**src/rtl/wb_stage_if.sv**
```systemverilog
// Bundle of execute-side, memory-return and register-file write signals for
// the writeback stage. The slave modport is the stage itself; the master
// modport is whoever drives the execute and memory side and observes the
// register-file write.
interface wb_stage_if;
    // execute-stage handshake and payload
    logic        ex_valid_i;
    logic        ex_ready_o;
    logic [4:0]  ex_rd_i;
    logic [31:0] ex_result_i;
    logic        ex_is_load_i;
    logic [2:0]  ex_funct3_i;

    // memory read return
    logic [31:0] mem_rdata_i;
    logic        mem_rvalid_i;

    // register-file write and status pulses
    logic [4:0]  w_addr_o;
    logic [31:0] din_o;
    logic        retire_o;
    logic        err_o;

    modport slave (
        input  ex_valid_i,
        output ex_ready_o,
        input  ex_rd_i,
        input  ex_result_i,
        input  ex_is_load_i,
        input  ex_funct3_i,
        input  mem_rdata_i,
        input  mem_rvalid_i,
        output w_addr_o,
        output din_o,
        output retire_o,
        output err_o
    );

    modport master (
        output ex_valid_i,
        input  ex_ready_o,
        output ex_rd_i,
        output ex_result_i,
        output ex_is_load_i,
        output ex_funct3_i,
        output mem_rdata_i,
        output mem_rvalid_i,
        input  w_addr_o,
        input  din_o,
        input  retire_o,
        input  err_o
    );
endinterface

```
**src/rtl/wb_stage.sv**
```systemverilog
// Writeback stage: retires ALU results in one cycle, and for loads waits for
// the memory return word, extracts/extends the addressed byte or halfword and
// writes it to the register file. A load that never sees mem_rvalid_i within
// LOAD_TIMEOUT cycles, or that has an unsupported funct3, is dropped with an
// err_o pulse.
// Optional build macro WB_MISALIGN_CHECK_EN: when defined, misaligned LH/LHU/LW
// addresses are rejected like an illegal funct3; when undefined the low
// address bits that do not select a lane are simply ignored.
module wb_stage #(
    parameter int LOAD_TIMEOUT = 16  // legal 2..255
) (
    input  logic      clk_i,
    input  logic      rst_n_i,
    wb_stage_if.slave bus
);

    typedef enum logic [0:0] {
        ST_IDLE = 1'b0,
        ST_WAIT = 1'b1
    } state_e;

    // Last counter value before a pending load is abandoned.
    localparam logic [7:0] TIMEOUT_LAST = 8'(LOAD_TIMEOUT - 1);

    localparam logic [2:0] F3_LB  = 3'd0;
    localparam logic [2:0] F3_LH  = 3'd1;
    localparam logic [2:0] F3_LW  = 3'd2;
    localparam logic [2:0] F3_LBU = 3'd4;
    localparam logic [2:0] F3_LHU = 3'd5;

    state_e      state_q,  state_d;
    logic [7:0]  cnt_q,    cnt_d;
    logic [4:0]  rd_q,     rd_d;
    logic [2:0]  funct3_q, funct3_d;
    logic [1:0]  offset_q, offset_d;
    logic [4:0]  w_addr_q, w_addr_d;
    logic [31:0] din_q,    din_d;
    logic        retire_q, retire_d;
    logic        err_q,    err_d;

    logic [7:0]  rdata_byte [4];
    logic [7:0]  byte_sel;
    logic [15:0] half_sel;
    logic [31:0] load_data;
    logic        load_illegal;

    // Split the returned word into byte lanes for offset selection.
    genvar gi;
    generate
        for (gi = 0; gi < 4; gi++) begin : g_lane
            assign rdata_byte[gi] = bus.mem_rdata_i[8*gi +: 8];
        end
    endgenerate

    // Select the addressed lane and apply sign or zero extension.
    always_comb begin
        byte_sel  = rdata_byte[offset_q];
        half_sel  = offset_q[1] ? bus.mem_rdata_i[31:16] : bus.mem_rdata_i[15:0];
        load_data = bus.mem_rdata_i;
        case (funct3_q)
            F3_LB:   load_data = {{24{byte_sel[7]}}, byte_sel};
            F3_LH:   load_data = {{16{half_sel[15]}}, half_sel};
            F3_LW:   load_data = bus.mem_rdata_i;
            F3_LBU:  load_data = {24'd0, byte_sel};
            F3_LHU:  load_data = {16'd0, half_sel};
            default: load_data = bus.mem_rdata_i;
        endcase
    end

    // Decide whether an incoming load must be rejected instead of waited on.
    always_comb begin
        load_illegal = 1'b0;
        case (bus.ex_funct3_i)
            F3_LB, F3_LBU: load_illegal = 1'b0;
`ifdef WB_MISALIGN_CHECK_EN
            F3_LH, F3_LHU: load_illegal = bus.ex_result_i[0];
            F3_LW:         load_illegal = (bus.ex_result_i[1:0] != 2'b00);
`else
            F3_LH, F3_LHU: load_illegal = 1'b0;
            F3_LW:         load_illegal = 1'b0;
`endif
            default:       load_illegal = 1'b1;
        endcase
    end

    // Next-state and registered-output computation for the IDLE/WAIT machine.
    always_comb begin
        state_d  = state_q;
        cnt_d    = cnt_q;
        rd_d     = rd_q;
        funct3_d = funct3_q;
        offset_d = offset_q;
        w_addr_d = 5'd0;      // register file writes on any nonzero address
        din_d    = din_q;
        retire_d = 1'b0;
        err_d    = 1'b0;

        case (state_q)
            ST_IDLE: begin
                // mem_rvalid_i has no meaning here and is deliberately ignored
                if (bus.ex_valid_i) begin
                    if (!bus.ex_is_load_i) begin
                        w_addr_d = bus.ex_rd_i;
                        din_d    = bus.ex_result_i;
                        retire_d = 1'b1;
                    end else if (load_illegal) begin
                        err_d = 1'b1;
                    end else begin
                        rd_d     = bus.ex_rd_i;
                        funct3_d = bus.ex_funct3_i;
                        offset_d = bus.ex_result_i[1:0];
                        cnt_d    = 8'd0;
                        state_d  = ST_WAIT;
                    end
                end
            end
            ST_WAIT: begin
                // returned data takes priority over an expiring counter
                if (bus.mem_rvalid_i) begin
                    w_addr_d = rd_q;
                    din_d    = load_data;
                    retire_d = 1'b1;
                    state_d  = ST_IDLE;
                end else if (cnt_q == TIMEOUT_LAST) begin
                    err_d   = 1'b1;
                    state_d = ST_IDLE;
                end else begin
                    cnt_d = cnt_q + 8'd1;
                end
            end
            default: state_d = ST_IDLE;
        endcase
    end

    // State, captured load fields and output registers.
    always_ff @(posedge clk_i or negedge rst_n_i) begin
        if (!rst_n_i) begin
            state_q  <= ST_IDLE;
            cnt_q    <= 8'd0;
            rd_q     <= 5'd0;
            funct3_q <= 3'd0;
            offset_q <= 2'd0;
            w_addr_q <= 5'd0;
            din_q    <= 32'd0;
            retire_q <= 1'b0;
            err_q    <= 1'b0;
        end else begin
            state_q  <= state_d;
            cnt_q    <= cnt_d;
            rd_q     <= rd_d;
            funct3_q <= funct3_d;
            offset_q <= offset_d;
            w_addr_q <= w_addr_d;
            din_q    <= din_d;
            retire_q <= retire_d;
            err_q    <= err_d;
        end
    end

    assign bus.ex_ready_o = (state_q == ST_IDLE);
    assign bus.w_addr_o   = w_addr_q;
    assign bus.din_o      = din_q;
    assign bus.retire_o   = retire_q;
    assign bus.err_o      = err_q;

endmodule

```
**src/flat_wrapper.sv**
```systemverilog
// flat-port wrapper written by rule: the top's interface ports become plain ports
module wb_stage_flat 
#(
    parameter int LOAD_TIMEOUT = 16                 
)
  (clk_i, rst_n_i, bus_ex_valid_i, bus_ex_ready_o, bus_ex_rd_i, bus_ex_result_i, bus_ex_is_load_i, bus_ex_funct3_i, bus_mem_rdata_i, bus_mem_rvalid_i, bus_w_addr_o, bus_din_o, bus_retire_o, bus_err_o);
  wb_stage_if bus_i ();
  input  logic clk_i;
  input  logic rst_n_i;
  input wire logic [$bits(bus_i.ex_valid_i)-1:0] bus_ex_valid_i;
  output wire logic [$bits(bus_i.ex_ready_o)-1:0] bus_ex_ready_o;
  input wire logic [$bits(bus_i.ex_rd_i)-1:0] bus_ex_rd_i;
  input wire logic [$bits(bus_i.ex_result_i)-1:0] bus_ex_result_i;
  input wire logic [$bits(bus_i.ex_is_load_i)-1:0] bus_ex_is_load_i;
  input wire logic [$bits(bus_i.ex_funct3_i)-1:0] bus_ex_funct3_i;
  input wire logic [$bits(bus_i.mem_rdata_i)-1:0] bus_mem_rdata_i;
  input wire logic [$bits(bus_i.mem_rvalid_i)-1:0] bus_mem_rvalid_i;
  output wire logic [$bits(bus_i.w_addr_o)-1:0] bus_w_addr_o;
  output wire logic [$bits(bus_i.din_o)-1:0] bus_din_o;
  output wire logic [$bits(bus_i.retire_o)-1:0] bus_retire_o;
  output wire logic [$bits(bus_i.err_o)-1:0] bus_err_o;
  assign bus_i.ex_valid_i = bus_ex_valid_i;
  assign bus_ex_ready_o = bus_i.ex_ready_o;
  assign bus_i.ex_rd_i = bus_ex_rd_i;
  assign bus_i.ex_result_i = bus_ex_result_i;
  assign bus_i.ex_is_load_i = bus_ex_is_load_i;
  assign bus_i.ex_funct3_i = bus_ex_funct3_i;
  assign bus_i.mem_rdata_i = bus_mem_rdata_i;
  assign bus_i.mem_rvalid_i = bus_mem_rvalid_i;
  assign bus_w_addr_o = bus_i.w_addr_o;
  assign bus_din_o = bus_i.din_o;
  assign bus_retire_o = bus_i.retire_o;
  assign bus_err_o = bus_i.err_o;
  wb_stage #(.LOAD_TIMEOUT(LOAD_TIMEOUT)) u_core (.clk_i(clk_i), .rst_n_i(rst_n_i), .bus(bus_i));
endmodule
```
**config.mk**
```make
export PLATFORM = sky130hd
export DESIGN_NAME = wb_stage_flat
export DESIGN_NICKNAME = d
export VERILOG_FILES = /design/src/rtl/wb_stage_if.sv /design/src/rtl/wb_stage.sv /design/src/flat_wrapper.sv
export SDC_FILE = /design/constraint.sdc
export NUM_CORES = 1
export LEC_CHECK = 0
export ABC_AREA = 1
export ABC_CLOCK_PERIOD_IN_PS = 3600
export BUFFER_PORTS_ARGS = -buffer_cell sky130_fd_sc_hd__buf_2
export CORE_UTILIZATION = 42
export DETAILED_ROUTE_END_ITERATION = 8
export PLACE_DENSITY = 0.68
export SYNTH_ARGS = -nofsm -noshare
export SYNTH_HDL_FRONTEND = slang
export SYNTH_SLANG_ARGS = --single-unit
```
**constraint.sdc**
```tcl
create_clock -name clk_i -period 3.6 [get_ports clk_i]
set_clock_uncertainty 0.2 [all_clocks]
set_input_delay 0.54 -clock clk_i [delete_from_list [all_inputs] [get_ports clk_i]]
set_output_delay 0.54 -clock clk_i [all_outputs]
set_load 0.05 [all_outputs]
```
==> results of run 1 <==
==> cells in the mapped netlist (4+ instances only) <==
cell type and number:
sky130_fd_sc_hd__nand2_1 184, sky130_fd_sc_hd__nand3_1 53, sky130_fd_sc_hd__nor2_1 69, sky130_fd_sc_hd__clkbuf_1 4, sky130_fd_sc_hd__buf_2 12, sky130_fd_sc_hd__buf_4 6
sky130_fd_sc_hd__inv_1 27, sky130_fd_sc_hd__a21oi_1 49, sky130_fd_sc_hd__a21boi_0 6, sky130_fd_sc_hd__inv_2 4, sky130_fd_sc_hd__dfrtp_1 58, sky130_fd_sc_hd__o21ai_0 13
==> registers in the layout (all words and copies together) (netlist names) <==
register	cells
u_core.bus.din_o	32
u_core.bus.err_o	1
u_core.bus.retire_o	1
u_core.bus.w_addr_o	5
u_core.cnt_q	8
u_core.funct3_q	3
u_core.offset_q	2
u_core.rd_q	5
u_core.state_q	1
==> per-layer routing <==
| metal | vias to the layer above | part of all wire |
|---|---|---|
| li1 | 1858 | - |
| met1 | 1732 | 0.43 |
| met2 | 123 | 0.49 |
| met3 | 15 | 0.069 |
| met4 | 0 | 0.013 |
| met5 | - | 0 |
==> cells by family after synthesis <==
group / after synthesis
AOI/OAI and AO/OA: 75
xor gates and xnor gates: 3
adders and majority gates: 1
buffers and inverters: 60
DFF: 58
and+or+nand+nor: 320
==> area by class of cell <==
| class | count | area [µm²] |
|---|---|---|
| well taps | 105 | 131 |
| multi-input cells | 399 | 1780 |
| repair buffers | 121 | 618 |
| clock inverters | 7 | 125 |
| clock buffers | 9 | 124 |
| flip-flops and latches | 58 | 1450 |
| fillers | 853 | 3820 |
| inverters | 33 | 131 |
==> worst max-delay path by stage <==
stage	from	endpoint	cells after the start
after floorplan	u_core.state_q$_DFF_PN0_	bus_ex_ready_o	2
after global routing	u_core.state_q$_DFF_PN0_	u_core.cnt_q[2]$_DFFE_PN0P_	6
after CTS	u_core.state_q$_DFF_PN0_	u_core.cnt_q[2]$_DFFE_PN0P_	6
after global placement	u_core.state_q$_DFF_PN0_	u_core.cnt_q[2]$_DFFE_PN0P_	6
final	u_core.state_q$_DFF_PN0_	u_core.cnt_q[5]$_DFFE_PN0P_	6
after detailed placement	u_core.state_q$_DFF_PN0_	u_core.cnt_q[5]$_DFFE_PN0P_	6
==> where the power goes <==
group | internal [mW] | total, mW | switching (mW) | leakage [nW]
clock | 0.465 | 0.768 | 0.302 | 0.124
sequential | 0.792 | 0.895 | 0.103 | 0.710
combinational | 0.282 | 1.06 | 0.773 | 1.54
==> metrics by stage <==
step	setup WS, ns	std cells	hold slack, ns	instance area [µm²]	util
global route	0.680	732	0.194	4360	0.533
finish	0.987	732	0.108	4360	0.533
detailed placement	1.01	716	0.260	4110	0.503
CTS	1.02	732	0.139	4360	0.533
floorplan	1.71	517	0.0444	3520	-
global placement	1.10	716	0.259	4110	0.503
==> worst register-to-register path, delay by kind of cell (launching register included) <==
kind | cells | cell delay (ns)
buf+inv | 2 | 0.51
simple gates | 3 | 1.11
compound gates | 1 | 0.11
flops | 1 | 0.61
==> flow_results.xml, run 1 <==
<?xml version="1.0" encoding="UTF-8"?>
<metrics>
  <group name="clock_network">
    <metric name="clk_transition_reported_paths" unit="ns">0.08</metric>
    <metric name="cts_setup_buffers" unit="">0</metric>
    <metric name="numCtsBuffers" unit="">9</metric>
    <metric name="max-clock-path-buffers" unit="">2</metric>
    <metric name="cts.sink_count" unit="">58</metric>
    <metric name="tritoncts" unit="">built</metric>
    <metric name="worst_skew_pair.late_latency" unit="ns">0.35</metric>
    <metric name="post_cts_hold_buffer_count" unit="">0</metric>
    <metric name="cts_resized" unit="">0</metric>
    <metric name="clock-root-buffer" unit="">sky130_fd_sc_hd__clkbuf_8</metric>
    <metric name="clock_tree.htree_level_count" unit="">3</metric>
  </group>
  <group name="floorplanning">
    <metric name="die_width" unit="µm">93.6</metric>
    <metric name="core_region_area" unit="µm²">8180</metric>
    <metric name="placementRows" unit="">33</metric>
    <metric name="chipHeight" unit="µm">93.6</metric>
    <metric name="initial_core_util" unit="">0.431</metric>
    <metric name="floorplan_die_area" unit="µm²">8760</metric>
    <metric name="pin_count" unit="">117</metric>
  </group>
  <group name="power_and_ir_drop">
    <metric name="power.density_cell_area" unit="nW/µm²">623</metric>
    <metric name="p_leak" unit="nW">2.38</metric>
    <metric name="fin_total_pwr" unit="mW">2.72</metric>
    <metric name="vdd.ir_drop.worst" unit="mV">0.355</metric>
  </group>
  <group name="yosys">
    <metric name="main_combinational_cell_family_by_area_after_synthesis" unit="">simple AND/OR/NAND/NOR gates</metric>
    <metric name="synth-simple-area-share" unit="">0.379</metric>
    <metric name="syn_nets" unit="">595</metric>
    <metric name="synth_cell_types" unit="">29</metric>
    <metric name="synthCells" unit="">517</metric>
    <metric name="synth_edf_count" unit="">0</metric>
    <metric name="synth_top_area_share" unit="">0.412</metric>
    <metric name="synth-adder-area-share" unit="">0.00355</metric>
    <metric name="post_synth_mux_area_share" unit="">0</metric>
    <metric name="yosysSeqAreaShare" unit="">0.412</metric>
    <metric name="synthesis.area_per_instance" unit="µm²">6.81</metric>
    <metric name="yosys_warnings" unit="">0</metric>
    <metric name="synth_area" unit="µm²">3520</metric>
    <metric name="post_synth_xor_area_fraction" unit="">0.00746</metric>
    <metric name="ys_async_sr_fraction" unit="">1.00</metric>
    <metric name="synth.ff_latch_count" unit="">58</metric>
    <metric name="synth.largest_area_cell" unit="">sky130_fd_sc_hd__dfrtp_1</metric>
    <metric name="compound_gate_portion_of_the_synthesized_area" unit="">0.114</metric>
    <metric name="yosys-top-cells-area" unit="">sky130_fd_sc_hd__dfrtp_1 41%, sky130_fd_sc_hd__nand2_1 20%, sky130_fd_sc_hd__nand3_1 7.5%, sky130_fd_sc_hd__nor2_1 7.4%, sky130_fd_sc_hd__a21oi_1 7.0%</metric>
    <metric name="synth_flop_cell" unit="">sky130_fd_sc_hd__dfrtp_1</metric>
  </group>
  <group name="worst_setup_path">
    <metric name="start_kind" unit="">register</metric>
    <metric name="cp_data_required_time" unit="ns">3.67</metric>
    <metric name="worst_r2r_endpoint" unit="">u_core.cnt_q[5]$_DFFE_PN0P_</metric>
    <metric name="kind_of_capture_point_of_the_worst_setup_path" unit="">register</metric>
    <metric name="crit_path_max_incr_delay" unit="ns">0.61</metric>
    <metric name="crit_type" unit="">reg2reg</metric>
    <metric name="worstPathCellList" unit="">inv_2, buf_4, nand4_2, nand2_2, nand3_1, o21ai_1</metric>
    <metric name="worst-endpoint-arrival" unit="ns">2.69</metric>
    <metric name="worstReg2RegStart" unit="">u_core.state_q$_DFF_PN0_</metric>
    <metric name="worst_path_max_delay_cell" unit="">sky130_fd_sc_hd__dfrtp_1</metric>
    <metric name="cp_top_family" unit="">simple AND/OR/NAND/NOR gates</metric>
    <metric name="timing.reg2reg.worst_path_depth" unit="">6</metric>
    <metric name="critical_path.max_fanout" unit="">35</metric>
    <metric name="timing.critical_path.buf_inv" unit="">2</metric>
    <metric name="setup.reg_to_reg.worst_slack" unit="ns">0.99</metric>
  </group>
  <group name="layout">
    <metric name="areaGrowthSynthToFinish" unit="%">23.8</metric>
    <metric name="final_common_cell" unit="">sky130_fd_sc_hd__nand2_1</metric>
    <metric name="final_layout_size_suffix_gt1_frac" unit="">0.246</metric>
    <metric name="commonest_cells_after_routing_fill_and_taps_aside" unit="">184 x sky130_fd_sc_hd__nand2_1, 116 x sky130_fd_sc_hd__buf_2, 69 x sky130_fd_sc_hd__nor2_1</metric>
    <metric name="n_antenna_cell" unit="">0</metric>
    <metric name="nets" unit="">700</metric>
  </group>
  <group name="grt">
    <metric name="first_pass_grt_wire_length" unit="mm">15.5</metric>
    <metric name="first_global_vias" unit="">3404</metric>
    <metric name="grt_use_met1" unit="">0.285</metric>
    <metric name="grt_most_used_layer" unit="">met2</metric>
    <metric name="grt_overflow_total" unit="">0</metric>
    <metric name="groute.usage.overall" unit="">0.228</metric>
    <metric name="grt_max_degree" unit="">40</metric>
    <metric name="gr-usage-met3" unit="">0.0390</metric>
    <metric name="initial_antenna_violation_count" unit="">0</metric>
    <metric name="grt_util_met2" unit="">0.385</metric>
  </group>
  <group name="timing">
    <metric name="worst_relative_slew_slack" unit="">0.403</metric>
    <metric name="timing_max_transition_violations_final" unit="">0</metric>
    <metric name="timing_hold_violations_final" unit="">0</metric>
    <metric name="grt_setup_unrepaired" unit="">no</metric>
    <metric name="share_of_the_clock_period_used_by_the_worst_path_after_layout" unit="">0.726</metric>
    <metric name="total_neg_setup_slack" unit="ns">0</metric>
    <metric name="max_slew.worst_pin.slew" unit="ns">0.896</metric>
    <metric name="timing.fmax" unit="GHz">0.383</metric>
    <metric name="fin_crit" unit="ns">2.61</metric>
    <metric name="setup-violations-final" unit="">0</metric>
  </group>
  <group name="run_status">
    <metric name="outcome" unit="">complete, no violations</metric>
  </group>
  <group name="detailed_routing">
    <metric name="detailedRoute.firstPassIterationCount" unit="">5</metric>
    <metric name="drc" unit="">0</metric>
    <metric name="ant_nets" unit="">0</metric>
    <metric name="detailedRoute.firstIterationViolations" unit="">257</metric>
    <metric name="wirelength" unit="mm">9.74</metric>
    <metric name="post_dr_wirelength_cell" unit="µm">13.3</metric>
    <metric name="vias_per_cell" unit="">5.09</metric>
    <metric name="detailroute.via_count" unit="">3728</metric>
  </group>
  <group name="placement">
    <metric name="placement.io_buffers" unit="">116</metric>
    <metric name="finalWeightedCongestion" unit="">0.881</metric>
    <metric name="post-dp-hpwl" unit="mm">7.02</metric>
  </group>
  <group name="min_path">
    <metric name="min-delay-path-class" unit="">in2async</metric>
  </group>
  <group name="run">
    <metric name="cap_violations" unit="">0</metric>
  </group>
</metrics>
(Power assumes the default switching activity.)
==> inputs of run 2 (changes only) <==
--- a/config.mk
+++ b/config.mk
@@ -5,12 +5,12 @@
 export SDC_FILE = /design/constraint.sdc
 export NUM_CORES = 1
 export LEC_CHECK = 0
-export ABC_AREA = 1
-export ABC_CLOCK_PERIOD_IN_PS = 3600
+export ABC_AREA = 0
+export ABC_CLOCK_PERIOD_IN_PS = 2550
 export BUFFER_PORTS_ARGS = -buffer_cell sky130_fd_sc_hd__buf_2
 export CORE_UTILIZATION = 42
 export DETAILED_ROUTE_END_ITERATION = 8
-export PLACE_DENSITY = 0.68
+export PLACE_DENSITY = 0.7
 export SYNTH_ARGS = -nofsm -noshare
 export SYNTH_HDL_FRONTEND = slang
 export SYNTH_SLANG_ARGS = --single-unit
==> constraint.sdc (replaced) <==
create_clock -name clk_i -period 2.55 [get_ports clk_i]
set_clock_uncertainty 0.2 [all_clocks]
set_input_delay 0.3825 -clock clk_i [delete_from_list [all_inputs] [get_ports clk_i]]
set_output_delay 0.3825 -clock clk_i [all_outputs]
set_load 0.05 [all_outputs]
==> run 2 against run 1 <==
Worst setup slack got worse by 0.62 ns; register-to-register slack got worse by 0.46 ns; clock power fell by 3.1%; combinational power rose by 22%; synthesized area fell by 14%; critical endpoint is now bus_ex_ready_o; core utilization rose by 3.0 points.
==> flow_results.xml, run 2 <==
<?xml version="1.0" encoding="UTF-8"?>
<metrics>
  <group name="run_status">
    <metric name="outcome" unit="">complete, no violations</metric>
  </group>
  <group name="floorplanning">
    <metric name="initial_core_util" unit="">0.441</metric>
    <metric name="floorplan_die_area" unit="µm²">7560</metric>
    <metric name="core_region_area" unit="µm²">6870</metric>
    <metric name="chipHeight" unit="µm">87.0</metric>
    <metric name="placementRows" unit="">30</metric>
    <metric name="pin_count" unit="">117</metric>
    <metric name="die_width" unit="µm">87.0</metric>
  </group>
  <group name="detailed_routing">
    <metric name="ant_nets" unit="">0</metric>
    <metric name="wirelength" unit="mm">8.56</metric>
    <metric name="detailroute.via_count" unit="">2883</metric>
    <metric name="detailedRoute.firstIterationViolations" unit="">177</metric>
    <metric name="detailedRoute.firstPassIterationCount" unit="">4</metric>
    <metric name="vias_per_cell" unit="">5.44</metric>
    <metric name="drc" unit="">0</metric>
    <metric name="post_dr_wirelength_cell" unit="µm">16.2</metric>
  </group>
  <group name="layout">
    <metric name="n_antenna_cell" unit="">0</metric>
    <metric name="total_area_of_multi_input_combinational_cells" unit="µm²">1440</metric>
    <metric name="final-seq-area" unit="µm²">1450</metric>
    <metric name="commonest_cells_after_routing_fill_and_taps_aside" unit="">116 x sky130_fd_sc_hd__buf_2, 58 x sky130_fd_sc_hd__dfrtp_1, 31 x sky130_fd_sc_hd__o21ai_0</metric>
    <metric name="final_common_cell" unit="">sky130_fd_sc_hd__buf_2</metric>
    <metric name="nets" unit="">508</metric>
    <metric name="fillers" unit="">655</metric>
    <metric name="areaGrowthSynthToFinish" unit="%">27.7</metric>
    <metric name="largest_reg_flops" unit="">32</metric>
    <metric name="final_layout_size_suffix_gt1_frac" unit="">0.350</metric>
  </group>
  <group name="grt">
    <metric name="grt_most_used_layer" unit="">met2</metric>
    <metric name="first_global_vias" unit="">2804</metric>
    <metric name="initial_antenna_violation_count" unit="">1</metric>
    <metric name="grt_util_met2" unit="">0.394</metric>
    <metric name="first_pass_grt_wire_length" unit="mm">13.7</metric>
    <metric name="grt_overflow_total" unit="">0</metric>
    <metric name="gr-usage-met3" unit="">0.0635</metric>
    <metric name="groute.usage.overall" unit="">0.239</metric>
    <metric name="grt_use_met1" unit="">0.314</metric>
    <metric name="grt_max_degree" unit="">38</metric>
  </group>
  <group name="worst_setup_path">
    <metric name="worst-endpoint-arrival" unit="ns">1.60</metric>
    <metric name="start_kind" unit="">register</metric>
    <metric name="worstPathCellList" unit="">inv_1, buf_4, buf_2</metric>
    <metric name="setup.reg_to_reg.worst_slack" unit="ns">0.53</metric>
    <metric name="crit_path_max_incr_delay" unit="ns">0.55</metric>
    <metric name="timing.reg2reg.worst_path_depth" unit="">4</metric>
    <metric name="worstReg2RegStart" unit="">u_core.offset_q[1]$_DFFE_PN0P_</metric>
    <metric name="timing.critical_path.from" unit="">u_core.state_q$_DFF_PN0_</metric>
    <metric name="worst_path_max_delay_cell" unit="">sky130_fd_sc_hd__dfrtp_1</metric>
    <metric name="cp_top_family" unit="">buffers and inverters</metric>
    <metric name="critical_path.max_fanout" unit="">17</metric>
    <metric name="cp_data_required_time" unit="ns">1.97</metric>
    <metric name="timing.critical_path.buf_inv" unit="">3</metric>
    <metric name="kind_of_capture_point_of_the_worst_setup_path" unit="">primary output</metric>
    <metric name="worst_r2r_endpoint" unit="">u_core.bus.din_o[21]$_DFFE_PN0P_</metric>
    <metric name="crit_type" unit="">reg2out</metric>
  </group>
  <group name="clock_network">
    <metric name="max-clock-path-buffers" unit="">2</metric>
    <metric name="tritoncts" unit="">built</metric>
    <metric name="clock-root-buffer" unit="">sky130_fd_sc_hd__clkbuf_8</metric>
    <metric name="clk_transition_reported_paths" unit="ns">0.06</metric>
    <metric name="cts.sink_count" unit="">58</metric>
    <metric name="post_cts_hold_buffer_count" unit="">1</metric>
    <metric name="numCtsBuffers" unit="">9</metric>
    <metric name="worst_skew_pair.late_latency" unit="ns">0.33</metric>
    <metric name="cts_setup_buffers" unit="">0</metric>
    <metric name="clock_tree.htree_level_count" unit="">3</metric>
    <metric name="cts_resized" unit="">0</metric>
  </group>
  <group name="placement">
    <metric name="finalWeightedCongestion" unit="">0.864</metric>
    <metric name="placement.io_buffers" unit="">116</metric>
    <metric name="post-dp-hpwl" unit="mm">6.35</metric>
    <metric name="pre_cts_slack" unit="ns">0.535</metric>
  </group>
  <group name="yosys">
    <metric name="synth_common_cells" unit="">58 x sky130_fd_sc_hd__dfrtp_1, 31 x sky130_fd_sc_hd__o21ai_0, 29 x sky130_fd_sc_hd__nand2_1, 29 x sky130_fd_sc_hd__nor2_1, 16 x sky130_fd_sc_hd__a221oi_1</metric>
    <metric name="syn_nets" unit="">394</metric>
    <metric name="synth_cell_types" unit="">49</metric>
    <metric name="synthCells" unit="">316</metric>
    <metric name="yosysMostFrequentCell" unit="">sky130_fd_sc_hd__dfrtp_1</metric>
    <metric name="synth_area" unit="µm²">3030</metric>
    <metric name="synth_edf_count" unit="">0</metric>
    <metric name="synth_top_area_share" unit="">0.479</metric>
    <metric name="yosys-top-cells-area" unit="">sky130_fd_sc_hd__dfrtp_1 48%, sky130_fd_sc_hd__o21ai_0 5.1%, sky130_fd_sc_hd__a221oi_1 4.6%, sky130_fd_sc_hd__a211oi_1 3.7%, sky130_fd_sc_hd__nand2_1 3.6%</metric>
    <metric name="yosys_warnings" unit="">0</metric>
    <metric name="synth.largest_area_cell" unit="">sky130_fd_sc_hd__dfrtp_1</metric>
    <metric name="synth.ff_latch_count" unit="">58</metric>
    <metric name="yosysSeqAreaShare" unit="">0.479</metric>
    <metric name="ys_async_sr_fraction" unit="">1.00</metric>
    <metric name="synth_flop_cell" unit="">sky130_fd_sc_hd__dfrtp_1</metric>
    <metric name="synthesis.area_per_instance" unit="µm²">9.59</metric>
  </group>
  <group name="timing">
    <metric name="setup-violations-final" unit="">0</metric>
    <metric name="fin_crit" unit="ns">2.18</metric>
    <metric name="timing.fmax" unit="GHz">0.458</metric>
    <metric name="worst_relative_slew_slack" unit="">0.582</metric>
    <metric name="share_of_the_clock_period_used_by_the_worst_path_after_layout" unit="">0.855</metric>
    <metric name="max_slew.worst_pin.slew" unit="ns">0.625</metric>
    <metric name="timing_max_transition_violations_final" unit="">0</metric>
    <metric name="timing_hold_violations_final" unit="">0</metric>
    <metric name="setup_ws_post_layout" unit="ns">0.369</metric>
    <metric name="grt_setup_unrepaired" unit="">no</metric>
    <metric name="total_neg_setup_slack" unit="ns">0</metric>
  </group>
  <group name="min_path">
    <metric name="min-delay-start" unit="">bus_ex_rd_i[0]</metric>
    <metric name="hold-path-cell-count" unit="">3</metric>
    <metric name="worstHoldEndpoint" unit="">u_core.rd_q[0]$_DFFE_PN0P_</metric>
    <metric name="min-delay-path-class" unit="">in2reg</metric>
  </group>
  <group name="power_and_ir_drop">
    <metric name="cell_internal_pwr" unit="mW">1.88</metric>
    <metric name="switching_power" unit="mW">1.42</metric>
    <metric name="power.share.clock" unit="">0.226</metric>
    <metric name="power.share.sequential" unit="">0.383</metric>
    <metric name="combPwrFrac" unit="">0.392</metric>
    <metric name="power.density_cell_area" unit="nW/µm²">852</metric>
    <metric name="vdd.ir_drop.worst" unit="mV">0.343</metric>
    <metric name="switching_share" unit="">0.429</metric>
    <metric name="p_leak" unit="nW">1.83</metric>
  </group>
  <group name="run">
    <metric name="cap_violations" unit="">0</metric>
  </group>
</metrics>
==> run 2: cell count changes after synthesis, moves of 7 or more <==
cell / delta
sky130_fd_sc_hd__a221oi_1: +16
sky130_fd_sc_hd__nor2_1: -40
sky130_fd_sc_hd__and3_1: +8
sky130_fd_sc_hd__nand3_1: -49
sky130_fd_sc_hd__nor2b_1: +9
sky130_fd_sc_hd__nand2_1: -155
sky130_fd_sc_hd__a21oi_1: -39
sky130_fd_sc_hd__inv_1: -23
sky130_fd_sc_hd__nor3_1: +7
sky130_fd_sc_hd__a211oi_1: +15
sky130_fd_sc_hd__o21ai_0: +18
sky130_fd_sc_hd__a22o_1: +8
==> run 2: worst max path at each step <==
stage	to	cells past startpoint
after floorplan	u_core.bus.din_o[28]$_DFFE_PN0P_	4
after global placement	u_core.bus.din_o[26]$_DFFE_PN0P_	4
after detailed placement	u_core.bus.din_o[21]$_DFFE_PN0P_	4
after CTS	bus_ex_ready_o	3
after global routing	bus_ex_ready_o	3
final	bus_ex_ready_o	3
==> run 2: cell type report <==
type,instances,share of cell area
Clock buffer,12,0.0401
Clock inverter,3,0.00388
Inverter,6,0.00582
Multi-Input combinational cell,229,0.371
Sequential cell,58,0.375
Tap cell,96,0.0310
Timing Repair Buffer,126,0.173
==> run 2: through the flow <==
step           hold slack, ns  area, µm²  power, mW  utilization  instances
2_1_floorplan          -0.113       3030       2.21            -        316
3_3_place_gp            0.186       3690       2.55        0.537        514
3_5_place_dp            0.189       3690       2.57        0.537        514
4_1_cts                0.0523       3870       3.31        0.564        530
5_1_grt                0.0537       3870       3.47        0.564        530
6_report               0.0626       3870       3.30        0.564        530
==> run 2: kinds of logic (layout without fill, tap and decap cells) <==
group	after synthesis	count (layout)	synth area share
DFF	58	58	0.479
adders and majority gates	1	1	0.00413
xor gates and xnor gates	4	4	0.0116
muxes	9	9	0.0322
buffers and inverters	29	147	0.0475
and+or+nand+nor	104	104	0.167
AOI/OAI and AO/OA	111	111	0.259
==> run 2: metal layers <==
layer  routed length (µm)  part of all wire
met2                 4020              0.47
met3                  668             0.078
met1                 3770              0.44
met5                   10            0.0012
met4                   96             0.011
==> run 2: worst min-delay path, delay by kind of cell <==
kind	cells	cell delay, ns
AND/OR/NAND/NOR	2	0.08
buffers and inverters	1	0.09
==> run 2: power groups by stage <==
stage	registers, mW	clock network [mW]	logic [mW]
after detailed placement	1.28	0	1.29
final	1.26	0.744	1.29
after global placement	1.27	0	1.28
after floorplan	1.75	0	0.463
after CTS	1.26	0.753	1.30
after global routing	1.28	0.803	1.39
